<file path="src/rtl/usb_rx_bit_decoder_pkg.sv">
// Shared constants for the USB receive bit decoder: line symbols, byte control
// codes and FSM state encodings.
package usb_rx_pkg;

    localparam logic [1:0] SYM_SE0      = 2'b00;
    localparam logic [1:0] SYM_ONE_ZERO = 2'b10;
    localparam logic [1:0] SYM_ZERO_ONE = 2'b01;

    localparam logic [1:0] CTRL_START     = 2'd0;
    localparam logic [1:0] CTRL_STREAM    = 2'd1;
    localparam logic [1:0] CTRL_STOP      = 2'd2;
    localparam logic [1:0] CTRL_STUFF_ERR = 2'd3;

    localparam logic [2:0] ST_IDLE      = 3'd0;
    localparam logic [2:0] ST_SYNC_HUNT = 3'd1;
    localparam logic [2:0] ST_DATA      = 3'd2;
    localparam logic [2:0] ST_WAIT_EOP  = 3'd3;
    localparam logic [2:0] ST_WAIT_J    = 3'd4;

    // A run of six decoded ones means the next bit must be a stuffed zero.
    localparam logic [2:0] STUFF_RUN = 3'd6;

    // SE1 (both lines high) is folded into SE0.
    function automatic logic sym_is_se0(input logic [1:0] sym);
        return sym[1] == sym[0];
    endfunction

endpackage

</file>
<file path="src/rtl/usb_rx_bit_decoder_unstuff.sv">
// Bit unstuffer and byte assembler: drops stuffed zeros, flags stuff errors
// and shifts data bits LSB-first into a byte.
module usb_rx_unstuff
    import usb_rx_pkg::*;
(
    input  logic       clk,
    input  logic       rst,
    input  logic       init_i,
    input  logic       bit_strobe_i,
    input  logic       bit_i,
    output logic       byte_done_o,
    output logic       stuff_err_o,
    output logic [7:0] byte_o,
    output logic [2:0] bit_cnt_o
);

    logic [2:0] one_cnt_q;
    logic [2:0] bit_cnt_q;
    logic [7:0] shift_q;
    logic [7:0] shift_d;
    logic       stuff_slot;

    assign stuff_slot  = (one_cnt_q == STUFF_RUN);
    assign shift_d     = {bit_i, shift_q[7:1]};
    assign stuff_err_o = bit_strobe_i && stuff_slot && bit_i;
    assign byte_done_o = bit_strobe_i && !stuff_slot && (bit_cnt_q == 3'd7);
    assign byte_o      = shift_d;
    assign bit_cnt_o   = bit_cnt_q;

    // init_i seeds the ones run with the final K-K of SYNC, which is a decoded 1.
    always_ff @(posedge clk) begin
        if (rst) begin
            one_cnt_q <= 3'd0;
            bit_cnt_q <= 3'd0;
            shift_q   <= 8'h00;
        end else if (init_i) begin
            one_cnt_q <= 3'd1;
            bit_cnt_q <= 3'd0;
        end else if (bit_strobe_i) begin
            if (stuff_slot) begin
                if (!bit_i) begin
                    one_cnt_q <= 3'd0;
                end
            end else begin
                shift_q   <= shift_d;
                bit_cnt_q <= bit_cnt_q + 3'd1;
                one_cnt_q <= bit_i ? one_cnt_q + 3'd1 : 3'd0;
            end
        end
    end

endmodule

</file>
<file path="src/rtl/usb_rx_bit_decoder.sv">
// USB receive bit decoder: NRZI decode, SYNC hunt, EOP detection and a single
// output byte register tagged with a control code.
module usb_rx_bit_decoder
    import usb_rx_pkg::*;
#(
    parameter logic [1:0] FS_J           = SYM_ONE_ZERO,
    parameter int         SYNC_MIN_ZEROS = 5
) (
    input  logic       clk,
    input  logic       rst,
    input  logic       fullSpeedRate,
    input  logic [1:0] rxBitsIn,
    input  logic       rxWireActive,
    input  logic       rxWEn,
    output logic       rxRdy,
    output logic       rxByteValid,
    input  logic       rxByteRdy,
    output logic [7:0] rxData,
    output logic [1:0] rxCtrl,
    output logic       rxOverrun,
    output logic [2:0] dbgState
);

    localparam logic [2:0] MIN_ZEROS = 3'(SYNC_MIN_ZEROS);

    logic [2:0] state_q, state_d;
    logic [1:0] prev_sym_q, prev_sym_d;
    logic [2:0] zero_cnt_q, zero_cnt_d;
    logic       valid_q;
    logic [7:0] data_q;
    logic [1:0] ctrl_q;
    logic       overrun_q;

    logic [1:0] j_sym;
    logic [1:0] k_sym;
    logic       accept;
    logic       is_se0;
    logic       dec_bit;

    logic       emit;
    logic [1:0] emit_ctrl;
    logic [7:0] emit_data;
    logic       us_init;
    logic       us_strobe;
    logic       us_byte_done;
    logic       us_stuff_err;
    logic [7:0] us_byte;
    logic [2:0] us_bit_cnt;

    // Low speed swaps the J/K polarity.
    assign j_sym   = fullSpeedRate ? FS_J : ~FS_J;
    assign k_sym   = ~j_sym;
    assign is_se0  = sym_is_se0(rxBitsIn);
    assign dec_bit = (rxBitsIn == prev_sym_q);

    // Handshake: upstream symbols are taken on rxWEn && rxRdy, and rxRdy is low
    // whenever a byte is held; downstream takes the byte on rxByteValid && rxByteRdy.
    assign rxRdy  = !valid_q;
    assign accept = rxWEn && rxRdy;

    usb_rx_unstuff u_unstuff (
        .clk          (clk),
        .rst          (rst),
        .init_i       (us_init),
        .bit_strobe_i (us_strobe),
        .bit_i        (dec_bit),
        .byte_done_o  (us_byte_done),
        .stuff_err_o  (us_stuff_err),
        .byte_o       (us_byte),
        .bit_cnt_o    (us_bit_cnt)
    );

    always_comb begin
        state_d    = state_q;
        zero_cnt_d = zero_cnt_q;
        prev_sym_d = prev_sym_q;
        emit       = 1'b0;
        emit_ctrl  = CTRL_STREAM;
        emit_data  = 8'h00;
        us_init    = 1'b0;
        us_strobe  = 1'b0;
        if (accept) begin
            if (!rxWireActive) begin
                state_d = ST_IDLE;
            end else begin
                case (state_q)
                    ST_IDLE: begin
                        if (rxBitsIn == k_sym) begin
                            zero_cnt_d = 3'd1;
                            state_d    = ST_SYNC_HUNT;
                        end
                    end
                    ST_SYNC_HUNT: begin
                        if (is_se0) begin
                            state_d = ST_IDLE;
                        end else if (!dec_bit) begin
                            if (zero_cnt_q != 3'd7) begin
                                zero_cnt_d = zero_cnt_q + 3'd1;
                            end
                        end else if ((rxBitsIn == k_sym) && (zero_cnt_q >= MIN_ZEROS)) begin
                            emit      = 1'b1;
                            emit_ctrl = CTRL_START;
                            us_init   = 1'b1;
                            state_d   = ST_DATA;
                        end else begin
                            state_d = ST_IDLE;
                        end
                    end
                    ST_DATA: begin
                        if (is_se0) begin
                            emit      = 1'b1;
                            emit_ctrl = CTRL_STOP;
                            emit_data = {5'b0, us_bit_cnt};
                            state_d   = ST_WAIT_J;
                        end else begin
                            us_strobe = 1'b1;
                            if (us_stuff_err) begin
                                emit      = 1'b1;
                                emit_ctrl = CTRL_STUFF_ERR;
                                state_d   = ST_WAIT_EOP;
                            end else if (us_byte_done) begin
                                emit      = 1'b1;
                                emit_ctrl = CTRL_STREAM;
                                emit_data = us_byte;
                            end
                        end
                    end
                    ST_WAIT_EOP: begin
                        if (is_se0) begin
                            state_d = ST_WAIT_J;
                        end
                    end
                    ST_WAIT_J: begin
                        if (rxBitsIn == j_sym) begin
                            state_d = ST_IDLE;
                        end
                    end
                    default: state_d = ST_IDLE;
                endcase
            end
            prev_sym_d = (state_d == ST_IDLE) ? j_sym : rxBitsIn;
        end
    end

    always_ff @(posedge clk) begin
        if (rst) begin
            state_q    <= ST_IDLE;
            prev_sym_q <= j_sym;
            zero_cnt_q <= 3'd0;
            valid_q    <= 1'b0;
            data_q     <= 8'h00;
            ctrl_q     <= CTRL_STREAM;
            overrun_q  <= 1'b0;
        end else begin
            state_q    <= state_d;
            prev_sym_q <= prev_sym_d;
            zero_cnt_q <= zero_cnt_d;
            overrun_q  <= rxWEn && !rxRdy;
            if (emit) begin
                valid_q <= 1'b1;
                data_q  <= emit_data;
                ctrl_q  <= emit_ctrl;
            end else if (valid_q && rxByteRdy) begin
                valid_q <= 1'b0;
            end
        end
    end

    assign rxByteValid = valid_q;
    assign rxData      = data_q;
    assign rxCtrl      = ctrl_q;
    assign rxOverrun   = overrun_q;
    assign dbgState    = state_q;

endmodule

</file>
<file path="config.mk">
export PLATFORM = sky130hd
export DESIGN_NAME = usb_rx_bit_decoder
export DESIGN_NICKNAME = d
export VERILOG_FILES = /design/src/rtl/usb_rx_bit_decoder_pkg.sv /design/src/rtl/usb_rx_bit_decoder_unstuff.sv /design/src/rtl/usb_rx_bit_decoder.sv
export SDC_FILE = /design/constraint.sdc
export NUM_CORES = 1
export LEC_CHECK = 0
export ABC_CLOCK_PERIOD_IN_PS = 9900
export CAP_MARGIN = 10
export CORE_ASPECT_RATIO = 1.75
export CORE_MARGIN = 2
export CORE_UTILIZATION = 58
export CTS_CLUSTER_DIAMETER = 120
export DETAILED_ROUTE_END_ITERATION = 7
export PLACE_DENSITY = 0.82
export SETUP_SLACK_MARGIN = 0.1
export SYNTH_ARGS = -nofsm -noshare
export SYNTH_HDL_FRONTEND = slang
export SYNTH_HIERARCHICAL = 1
export SYNTH_SLANG_ARGS = --single-unit
</file>
<file path="constraint.sdc">
create_clock -name clk -period 9.9 [get_ports clk]
set_input_delay 2.475 -clock clk [delete_from_list [all_inputs] [get_ports clk]]
set_output_delay 2.475 -clock clk [all_outputs]
set_load 0.02 [all_outputs]
</file>
== After elaboration in Yosys (flattened, before gate mapping) ==
Cells that the tools add are included.

* Divide/modulo/power cells: 0
* Reduce and logical (&&, ||, !) cells: 22
* Equality and inequality tests: 17
* Multiply operators: 0
* Mux-type cells: 57
* Magnitude comparators: 1
* $add $sub $neg: 3
* Bitwise operators: 3
* Shift operators: 0

{| class="wikitable"
|+ Operator list
! operator !! count
|-
| 3-bit 2-to-1 mux || 16
|-
| 8-bit 2-to-1 mux || 6
|-
| 1-bit 2-to-1 mux || 22
|-
| 2-bit 2-to-1 mux || 9
|-
| 3-bit case mux with 5 select lines || 1
|-
| 2-bit inequality test (second input constant) || 5
|-
| 3-bit by 1-bit adder with 3-bit output (second input constant) || 3
|-
| 3-bit == test (second input constant) || 3
|-
| 1-bit logical AND || 8
|-
| 2-bit nonzero test || 4
|-
| 7-bit AND reduction || 1
|-
| 2-bit == test || 3
|-
| 3-bit by 2-bit == test with 1-bit output (second input constant) || 2
|-
| 3-bit zero test || 2
|-
| 3-bit case mux with 2 select lines || 1
|-
| 2-bit AND reduction || 3
|-
| 2-bit case mux with 2 select lines || 1
|-
| 3-bit by 1-bit == test with 1-bit output (second input constant) || 1
|-
| 3-bit greater-or-equal comparator (second input constant) || 1
|-
| 3-bit by 2-bit inequality test with 1-bit output (second input constant) || 1
|-
| 3-bit inequality test (second input constant) || 1
|-
| 3-bit AND reduction || 1
|-
| 1-bit zero test || 2
|-
| 1-bit NOT || 2
|-
| other kinds (4) || 4
|}

* Logic and storage cells: 114
* RAM bits: 0
* Memory bits (read-only): 0
* Bits in latches: 0
* Bits in registers: 34
* Memories kept: 0
* Output and inout bits: 16
* Input port bits: 8

== Logic depth before layout (Yosys ltp) ==
Gate-level depths: netlist (run 1).

* Depth after elaboration: 16
* Mapped depth: 12

== Cells and area by module ==
Netlist (run 1), hierarchy kept.

{| class="wikitable"
|+ By module, submodules not included
! module !! instances !! area an instance (um^2) !! cells each !! sequential area each (um^2)
|-
| usb_rx_bit_decoder || 1 || 1198.6 || 150 || 420.4
|-
| usb_rx_unstuff || 1 || 624.3 || 60 || 260.2
|}

== Least setup slack after synthesis (run 1) ==
Ideal clock, no wire load.

* Kind: input port to flip-flop
* From: input rxWEn
* To: register prev_sym_q[1] (data pin)
* Setup slack: 5029 ps
* Arrival: 4611 ps
* Required time: 9640 ps
* Stages: 11
* Path buffers: 2
* Setup time: 260 ps
* Cell sequence: nand2b_1 > clkbuf_1 > nor2_1 > clkbuf_1 > and3_1 > and4_1 > nor2_1 > nor3_1 > a311o_1 > o31ai_1 > mux2_2

* Word-level cells in the longest chain between the ends: 13

{| class="wikitable"
|+ Ends and longest elaborated chain
! what !! RTL line !! source
|-
| start, declared || usb_rx_bit_decoder.sv:14 || <nowiki>input logic rxWEn,</nowiki>
|-
| 1-bit logical AND || usb_rx_bit_decoder.sv:59 || <nowiki>assign accept = rxWEn && rxRdy;</nowiki>
|-
| 1-bit 2-to-1 mux || usb_rx_bit_decoder.sv:82 || <nowiki>if (accept) begin</nowiki>
|-
| named net us_strobe || usb_rx_bit_decoder.sv:44 || <nowiki>logic us_strobe;</nowiki>
|-
| 1-bit logical AND (2 in a row) || usb_rx_bit_decoder_unstuff.sv:25 || <nowiki>assign stuff_err_o = bit_strobe_i && stuff_slot && bit_i;</nowiki>
|-
| named net us_stuff_err || usb_rx_bit_decoder.sv:46 || <nowiki>logic us_stuff_err;</nowiki>
|-
| 3-bit 2-to-1 mux || usb_rx_bit_decoder.sv:117 || <nowiki>if (us_stuff_err) begin</nowiki>
|-
| 3-bit 2-to-1 mux || usb_rx_bit_decoder.sv:110 || <nowiki>if (is_se0) begin</nowiki>
|-
| 3-bit case mux with 5 select lines || usb_rx_bit_decoder.sv:86 || <nowiki>case (state_q)</nowiki>
|-
| 3-bit 2-to-1 mux || usb_rx_bit_decoder.sv:83 || <nowiki>if (!rxWireActive) begin</nowiki>
|-
| 3-bit 2-to-1 mux || usb_rx_bit_decoder.sv:82 ||
|-
| 3-bit zero test || usb_rx_bit_decoder.sv:141 || <nowiki>prev_sym_d = (state_d == ST_IDLE) ? j_sym : rxBitsIn;</nowiki>
|-
| 2-bit 2-to-1 mux || usb_rx_bit_decoder.sv:141 ||
|-
| 2-bit 2-to-1 mux || usb_rx_bit_decoder.sv:82 ||
|-
| 2-bit 2-to-1 mux || usb_rx_bit_decoder.sv:146 || <nowiki>if (rst) begin</nowiki>
|-
| end signal, assigned || usb_rx_bit_decoder.sv:148 || <nowiki>prev_sym_q <= j_sym;</nowiki>
|-
| end signal, assigned || usb_rx_bit_decoder.sv:156 || <nowiki>prev_sym_q <= prev_sym_d;</nowiki>
|-
| end, declared || usb_rx_bit_decoder.sv:27 || <nowiki>logic [1:0] prev_sym_q, prev_sym_d;</nowiki>
|}

The timed path passes the listed nets, and every way through them passes these cells. The select of a mux whose other input is x is not followed.
A chain may end at the register's enable or synchronous reset.

== Final worst setup path (run 1) ==
* From: input rxWEn
* To: register ctrl_q[1] (netlist: rxCtrl[1])

* Word-level cells in the longest chain between the ends: 10

{| class="wikitable"
|+ Ends and longest elaborated chain
! what !! RTL line !! source
|-
| 1-bit logical AND || usb_rx_bit_decoder.sv:59 ||
|-
| 1-bit 2-to-1 mux || usb_rx_bit_decoder.sv:82 ||
|-
| named net us_strobe || usb_rx_bit_decoder.sv:44 ||
|-
| 1-bit logical AND (2 in a row) || usb_rx_bit_decoder_unstuff.sv:26 || <nowiki>assign byte_done_o = bit_strobe_i && !stuff_slot && (bit_cnt_q == 3'd7);</nowiki>
|-
| named net us_byte_done || usb_rx_bit_decoder.sv:45 || <nowiki>logic us_byte_done;</nowiki>
|-
| 1-bit 2-to-1 mux || usb_rx_bit_decoder.sv:121 || <nowiki>end else if (us_byte_done) begin</nowiki>
|-
| 1-bit 2-to-1 mux || usb_rx_bit_decoder.sv:117 ||
|-
| 1-bit 2-to-1 mux || usb_rx_bit_decoder.sv:110 ||
|-
| 1-bit case mux with 2 select lines || usb_rx_bit_decoder.sv:86 ||
|-
| 1-bit 2-to-1 mux || usb_rx_bit_decoder.sv:83 ||
|-
| 1-bit 2-to-1 mux || usb_rx_bit_decoder.sv:82 ||
|-
| end signal, assigned || usb_rx_bit_decoder.sv:162 || <nowiki>ctrl_q <= emit_ctrl;</nowiki>
|-
| end, declared || usb_rx_bit_decoder.sv:31 || <nowiki>logic [1:0] ctrl_q;</nowiki>
|}

The timed path passes the listed nets, and every way through them passes these cells.

==> qor_table.md, run 1 <==
| Parameter | Reported |
| --- | --- |
| Outcome | complete, no violations |
| Compound-gate portion of the synthesized area | 18.5% |
| Post-synthesis cell count | 210 |
| Site Rows | 27 |
| Worst-case clock skew | 0.0123 ns |
| Worst EP required | 10.14 ns |
| Total die area | 0.00363 mm2 |
| Number of unique standard cell types used by synthesis | 49 |
| Time the final worst path needs with I/O delays and setup | 5.46 ns |
| Skew-Pair Late Insertion Delay | 0.30 ns |
| First-pass GRT wire length | 7.09 mm |
| Max rail drop VDD | 0.121 mV |
| Grt total ovfl | 0 |
| Synthesis-to-layout area growth | 17.5% |
| Synth Net Count | 225 |
| Number of setup violations in the final report | 0 |
| Clock-pin slew on the worst setup and hold paths | 0.08 ns |
| Antenna violations before repair | 0 |
| Max clock buf depth | 2 |
| Critical path class | input pin to flop |
| Iter 0 DRT Violations | 58 |
| H-tree level count | 2 |
| Number of flip-flops and latches in the synthesized netlist | 33 |
| Hold Crit Class | flop to flop |
| Final weighted congestion in routability-driven placement | 0.807 |
| Area of the core | 0.00307 mm2 |
| Routed wire length | 4.21 mm |
| Multiplexer share of the synthesized area | 7.76% |
| Slack of the worst reg-to-reg path | 6.72 ns |
| Number of standard cells in the final layout excluding fillers | 274 |
| Critical-path maximum fanout | 15 |
| Cell count of the worst reg-to-reg path | 9 |
| Total CTS buffers | 5 |
| WL/cell | 15.4 um |
| Primary FF master, synth | dfxtp_1 |
| Endpoint of the worst hold-timing path | rxOverrun |
| Via count of the first global-routing pass | 1602 |
| Max-slew headroom at the worst pin | 43.5% |
| CTS Root Cell | clkbuf_8 |
| Top library cells by usage in the layout, fill and taps aside | dfxtp_1, clkdlybuf4s50_1, a21oi_1, nand2b_1, nand2_1 |
| Post-synthesis cell area | 0.00182 mm2 |
| Capture instance of the worst register-to-register path | rxCtrl[1] |
| Final worst-path cycle share | 55.2% |
| Share of the yosys chip area belonging to registers | 37.3% |
| Share of synthesized registers carrying an async set or reset | 0% |
| RSZ-0062 raised after global routing | no |
| Final count of hold timing violations | 0 |
| Number of enable-type register cells in the synthesized netlist | 2 |
| First-pass DRT Iterations | 4 |
| Number of max-capacitance violations reported | 0 |
| Post-Route Setup TNS | 0 ns |
| Startpoint of the worst-slack reg-to-reg timing path | rxByteValid |
| Die width | 46.4 um |
| CTS resizes | 0 |
| Net count reported at finish | 245 |
| Worst hold path stage count | 2 |
| Worst EP arrival | 5.70 ns |
| Element type at the critical path end | flop |
| Setup crit start kind | input pin |
| Leak pwr | 0.751 nW |
| Ratio of cells with drive above 1 in the final layout | 6.49% |
| Combinational family with the most area after synthesis | simple AND/OR/NAND/NOR gates |
| Total GRT Usage | 26.6% |
| Simple-Gate Fraction of Synth Area | 24.0% |
| Boundary Pins | 24 |
| Measured slew at the worst slew-check pin | 0.844 ns |
| DR vias/cell | 5.98 |
| Warning count from the yosys run | 6 |
| Xor/xnor cell area share of the yosys netlist | 2.81% |
| Pin count of the biggest net entering global routing | 35 |
| Fraction of the mapped netlist area in adder cells | 4.80% |
| Buffers inserted during post-CTS setup optimization | 0 |
| Post-Synthesis Mean Instance Area | 8.68 um2 |
| Highest achievable clock rate | 183 MHz |
| Post-CTS Hold Fix Bufs | 0 |
| Via count | 1639 |
| Initial core utilization | 59.3% |
| DP Wirelength | 3.06 mm |
| Most common library cell in the layout ignoring fill and taps | dfxtp_1 |
| Start point of the worst hold path | rxByteValid |
| Number of max-slew violations in the final report | 0 |
| # clock sinks | 33 |
| Antenna diode count | 0 |
| Tightest hold margin | 0.476 ns |
| TritonCTS clock tree | done |
| Die height | 78.2 um |
| Post-detailed-route count of antenna-violating nets | 0 |
| Number of remaining DRC errors | 0 |
| I/O Buffers | 23 |
| Pwr/cell area | 122 mW/mm2 |
| Number of instances in the placed design | 266 |
cell type report:
| cell class | count | area (um2) |
|---|---|---|
| multi-input cells | 158 | 1050 |
| fillers | 248 | 932 |
| flip-flops and latches | 33 | 681 |
| repair buffers | 24 | 238 |
| clock buffers | 5 | 68.8 |
| well taps | 43 | 53.8 |
| inverters | 8 | 30.0 |
| clock inverters | 3 | 17.5 |
worst max-delay path, cell delays in order:
cell and delay, ns:
clkdlybuf4s50_1 0.52, nand2b_1 0.19, nor2_1 0.69, and3_1 0.32
a21boi_4 0.31, and2_1 0.19, o31ai_1 0.12, o21a_1 0.26
or4_1 0.49, a21oi_1 0.14
routing by layer:
layer / share of wire [%] / global-route usage [%] / wire length [um] / vias to the layer above
met5: 0 / 0 / 0 / -
met4: 2.5 / 12.6 / 104 / 0
met3: 4.0 / 5.75 / 168 / 8
met2: 56 / 47.1 / 2360 / 44
met1: 38 / 27.6 / 1580 / 791
li1: - / - / - / 796
worst max path at each step:
stage / from / to / slack, ns / cells past startpoint
detailed placement: rxWEn / rxCtrl[1] / 4.19 / 10
finish: rxWEn / rxCtrl[1] / 4.44 / 10
global route: rxWEn / rxData[5] / 4.17 / 11
global placement: rxWEn / rxCtrl[1] / 4.30 / 10
CTS: rxWEn / rxCtrl[1] / 4.47 / 10
floorplan: rxWEn / prev_sym_q[1] / 5.03 / 11
Yosys cell counts (2+ instances only):
library cell	n	area share [%]
nor2_1	11	2.3
nor4_1	2	0.69
nand3b_1	3	1.2
and3_1	2	0.69
buf_4	2	0.82
mux2i_1	13	7.1
buf_2	2	0.55
o31ai_1	2	0.82
a211o_1	2	0.96
ha_1	7	4.8
a2111oi_0	2	0.96
nand2b_1	15	5.1
edfxtp_1	2	3.3
xnor2_1	3	1.4
nor3_1	6	1.6
nand3_1	10	2.7
nand4_1	7	2.4
a21oi_1	19	5.2
clkbuf_1	6	1.2
nor3b_1	2	0.82
nor2b_1	2	0.69
o21ai_0	13	3.6
nand2_1	14	2.9
inv_1	8	1.6
dfxtp_1	31	34
registers in the layout (all words and copies together), names as in the netlist:
signal,count
u_unstuff/one_cnt_q,3
rxByteValid,1
u_unstuff/shift_q,7
prev_sym_q,2
dbgState,3
rxCtrl,2
rxData,8
zero_cnt_q,3
u_unstuff/bit_cnt_o,3
rxOverrun,1
power breakdown:
group,leakage (nW),switching (mW),internal [mW]
Combinational,0.437,0.0146,0.00888
Sequential,0.270,0.000806,0.135
Clock,0.0439,0.0526,0.0484
Total,0.751,0.0680,0.192
logic make-up after synthesis:
logic type,after synthesis
AO/OA/AOI/OAI,52
XOR/XNOR,5
adder cells (fa/ha/maj),7
buffers and inverters,19
flip-flops,33
multiplexers,14
AND/OR/NAND/NOR,80
per-stage QoR:
step / worst slack, ns / power, mW / util [%] / instance area, um2
6_report: 4.44 / 0.260 / 69.7 / 2140
5_1_grt: 4.17 / 0.269 / 69.7 / 2140
4_1_cts: 4.47 / 0.260 / 69.7 / 2140
3_5_place_dp: 4.19 / 0.162 / 66.9 / 2060
3_3_place_gp: 4.30 / 0.161 / 66.9 / 2060
2_1_floorplan: 5.03 / 0.155 / - / 1820
Power figures use the tool's default switching activity.
==> inputs of run 2 (changes only) <==
- ABC_CLOCK_PERIOD_IN_PS: 9900 -> 4500
- CORE_UTILIZATION: 58 -> 49
- PLACE_DENSITY: 0.82 -> 0.74
- clock period: 9.9 -> 4.5 ns (I/O delays scaled with it)
==> qor_table.md, run 2 (synthesis gave the netlist of run 1 again) <==
| Parameter | Reported | vs previous |
| --- | --- | --- |
| Final weighted congestion in routability-driven placement | 0.827 | was 0.807 |
| Total GRT Usage | 22.0% | was 26.6% |
| CTS Root Cell | clkbuf_8 | unchanged |
| RSZ-0062 raised after global routing | no | unchanged |
| First-pass GRT wire length | 7.25 mm | was 7.09 mm |
| Max-slew headroom at the worst pin | 55.9% | was 43.5% |
| Worst-path cell chain | clkdlybuf4s50_1 -> xnor2_1 -> nand2_1 -> inv_1 -> and4_1 -> nor2_1 -> nor3_1 -> a311o_1 -> o31ai_1 -> mux2_2 | was clkdlybuf4s50_1 -> nand2b_1 -> nor2_1 -> and3_1 -> a21boi_4 -> and2_1 -> o31ai_1 -> o21a_1 -> or4_1 -> a21oi_1 |
| Slack of the worst reg-to-reg path | 1.68 ns | was 6.72 ns |
| Final count of hold timing violations | 0 | unchanged |
| Buffers inserted during post-CTS setup optimization | 0 | unchanged |
| Worst EP arrival | 3.76 ns | was 5.70 ns |
| H-tree level count | 2 | unchanged |
| Top cell family by delay on the critical path | buffers and inverters | was simple AND/OR/NAND/NOR gates |
| Die width | 50.1 um | was 46.4 um |
| Element type at the critical path end | flop | unchanged |
| Post-placement cell area | 0.00207 mm2 | was 0.00206 mm2 |
| Initial core utilization | 50.7% | was 59.3% |
| Number of flip-flops in the largest register | 8 | unchanged |
| WL/cell | 15.2 um | was 15.4 um |
| Capture instance of the worst register-to-register path | rxCtrl[1] | unchanged |
| Area of the core | 0.00359 mm2 | was 0.00307 mm2 |
| Number of setup violations in the final report | 0 | unchanged |
| Slowest Stage Delay on Critical Path | 0.67 ns | was 0.69 ns |
| Endpoint of the worst hold-timing path | rxOverrun | unchanged |
| Layout Cell Area excl Fill | 0.00219 mm2 | was 0.00214 mm2 |
| Slowest cell on crit path | clkdlybuf4s50_1 | was nor2_1 |
| DR vias/cell | 5.82 | was 5.98 |
| TritonCTS clock tree | done | unchanged |
| Boundary Pins | 24 | unchanged |
| CTS resizes | 0 | unchanged |
| Time the final worst path needs with I/O delays and setup | 3.72 ns |  |
| Setup crit start kind | input pin | unchanged |
| Pwr/cell area | 291 mW/mm2 | was 122 mW/mm2 |
| Pin count of the biggest net entering global routing | 35 | unchanged |
| Overall Power | 0.638 mW | was 0.260 mW |
| Cell count of the worst reg-to-reg path | 8 | was 9 |
| Total die area | 0.00424 mm2 | was 0.00363 mm2 |
| Max clock buf depth | 2 | unchanged |
| Hold Crit Class | flop to flop | unchanged |
| Most common library cell in the layout ignoring fill and taps | dfxtp_1 | unchanged |
| Measured slew at the worst slew-check pin | 0.645 ns | was 0.844 ns |
| Final worst-path cycle share | 82.8% |  |
| I/O Buffers | 23 | unchanged |
| Net count reported at finish | 247 | was 245 |
| Synthesis-to-layout area growth | 20.2% | was 17.5% |
| Max rail drop VDD | 0.343 mV | was 0.121 mV |
| Iter 0 DRT Violations | 60 | was 58 |
| Area of combinational cells with multiple inputs | 0.00105 mm2 | unchanged |
| Post-CTS Hold Fix Bufs | 0 | unchanged |
| Worst-case setup margin in the final layout | 0.775 ns | was 4.44 ns |
| Critical path class | input pin to flop | unchanged |
| Highest achievable clock rate | 268 MHz |  |
| Top library cells by usage in the layout, fill and taps aside | dfxtp_1, clkdlybuf4s50_1, a21oi_1, nand2b_1, nand2_1 | unchanged |
| Antenna diode count | 0 | unchanged |
| Skew-Pair Late Insertion Delay | 0.28 ns | was 0.30 ns |
| Number of max-capacitance violations reported | 0 | unchanged |
| Leak pwr | 0.775 nW | was 0.751 nW |
| Die height | 84.7 um | was 78.2 um |
| DP Wirelength | 3.14 mm | was 3.06 mm |
| Clock-pin slew on the worst setup and hold paths | 0.07 ns | was 0.08 ns |
| Antenna violations before repair | 0 | unchanged |
| Via count of the first global-routing pass | 1607 | was 1602 |
| Worst hold path stage count | 2 | unchanged |
| Placement Setup Slack | 0.480 ns | was 4.19 ns |
| Post-Route Setup TNS | 0 ns | unchanged |
| Site Rows | 29 | was 27 |
| Via count | 1623 | was 1639 |
| Worst EP required | 4.54 ns | was 10.14 ns |
| Total CTS buffers | 5 | unchanged |
| Number of remaining DRC errors | 0 | unchanged |
| # clock sinks | 33 | unchanged |
| Post-detailed-route count of antenna-violating nets | 0 | unchanged |
| Ratio of cells with drive above 1 in the final layout | 6.87% | was 6.49% |
| Reg area | 681 um2 | unchanged |
| Number of fillers in the final layout | 331 | was 248 |
| First-pass DRT Iterations | 4 | unchanged |
| Buffering stage count on the worst path with inverters included | 2 | was 1 |
| Startpoint of the worst-slack reg-to-reg timing path | dbgState[1] | was rxByteValid |
| Worst-case clock skew | 0.00981 ns | was 0.0123 ns |
| Routed wire length | 4.24 mm | was 4.21 mm |
| Start point of the worst hold path | rxByteValid | unchanged |
| Grt total ovfl | 0 | unchanged |
| Outcome | complete, no violations | unchanged |
| Number of max-slew violations in the final report | 0 | unchanged |
| Critical-path maximum fanout | 9 | was 15 |
-- run 2: changes by cell type in the layout (fill, tap and decap cells not counted), sizes merged --
cell | previous run | this run
clkinvlp | 1 | 0
bufinv | 0 | 1
clkinv | 2 | 0
clkbuf | 5 | 7
buf | 1 | 3
-- run 2: worst max path at each step --
stage / from / end / slack (ns) / cells after the start
after global placement: rxBitsIn[0] / prev_sym_q[1] / 0.56 / 10
final: rxBitsIn[0] / prev_sym_q[1] / 0.78 / 10
after global routing: rxBitsIn[0] / prev_sym_q[1] / 0.56 / 10
after detailed placement: rxBitsIn[0] / prev_sym_q[1] / 0.48 / 10
after floorplan: rxWEn / prev_sym_q[1] / 0.98 / 11
after CTS: rxBitsIn[0] / prev_sym_q[1] / 0.77 / 10
-- run 2: report_power, final --
part	total, mW	internal, mW	switching [mW]
registers	0.299	0.297	0.00192
clock network	0.285	0.180	0.104
logic	0.0538	0.0212	0.0326
-- run 2: cell type report --
cell class,instances,area share (%)
multi-input cells,158,48.1
inverters,8,1.37
clock buffers,7,3.94
repair buffers,26,11.5
flip-flops and latches,33,31.1
clock inverters,1,1.37
well taps,46,2.63
-- run 2: per-layer routing --
layer  vias to the layer above  wire [um]  global-route usage [%]
li1                        806          -                       -
met1                       767       1610                    23.6
met2                        37       2370                    39.2
met3                        13        115                    3.91
met4                         0        146                    12.1
met5                         -          0                       0
-- run 2: through the flow --
stage	util, %	cells	hold slack (ns)
after floorplan	-	210	0.446
after global placement	57.7	271	0.458
after detailed placement	57.7	271	0.466
after CTS	61.0	279	0.477
after global routing	61.0	279	0.499
final	61.0	279	0.472
-- run 2: worst reg2reg max path, stage by stage (launching register included) --
cell and delay [ns]:
dfxtp_1 0.52, nor3b_1 0.42, and3_1 0.30, a21boi_4 0.33, and2_1 0.19, o31ai_1 0.10, o21a_1 0.26, or4_1 0.50
a21oi_1 0.14
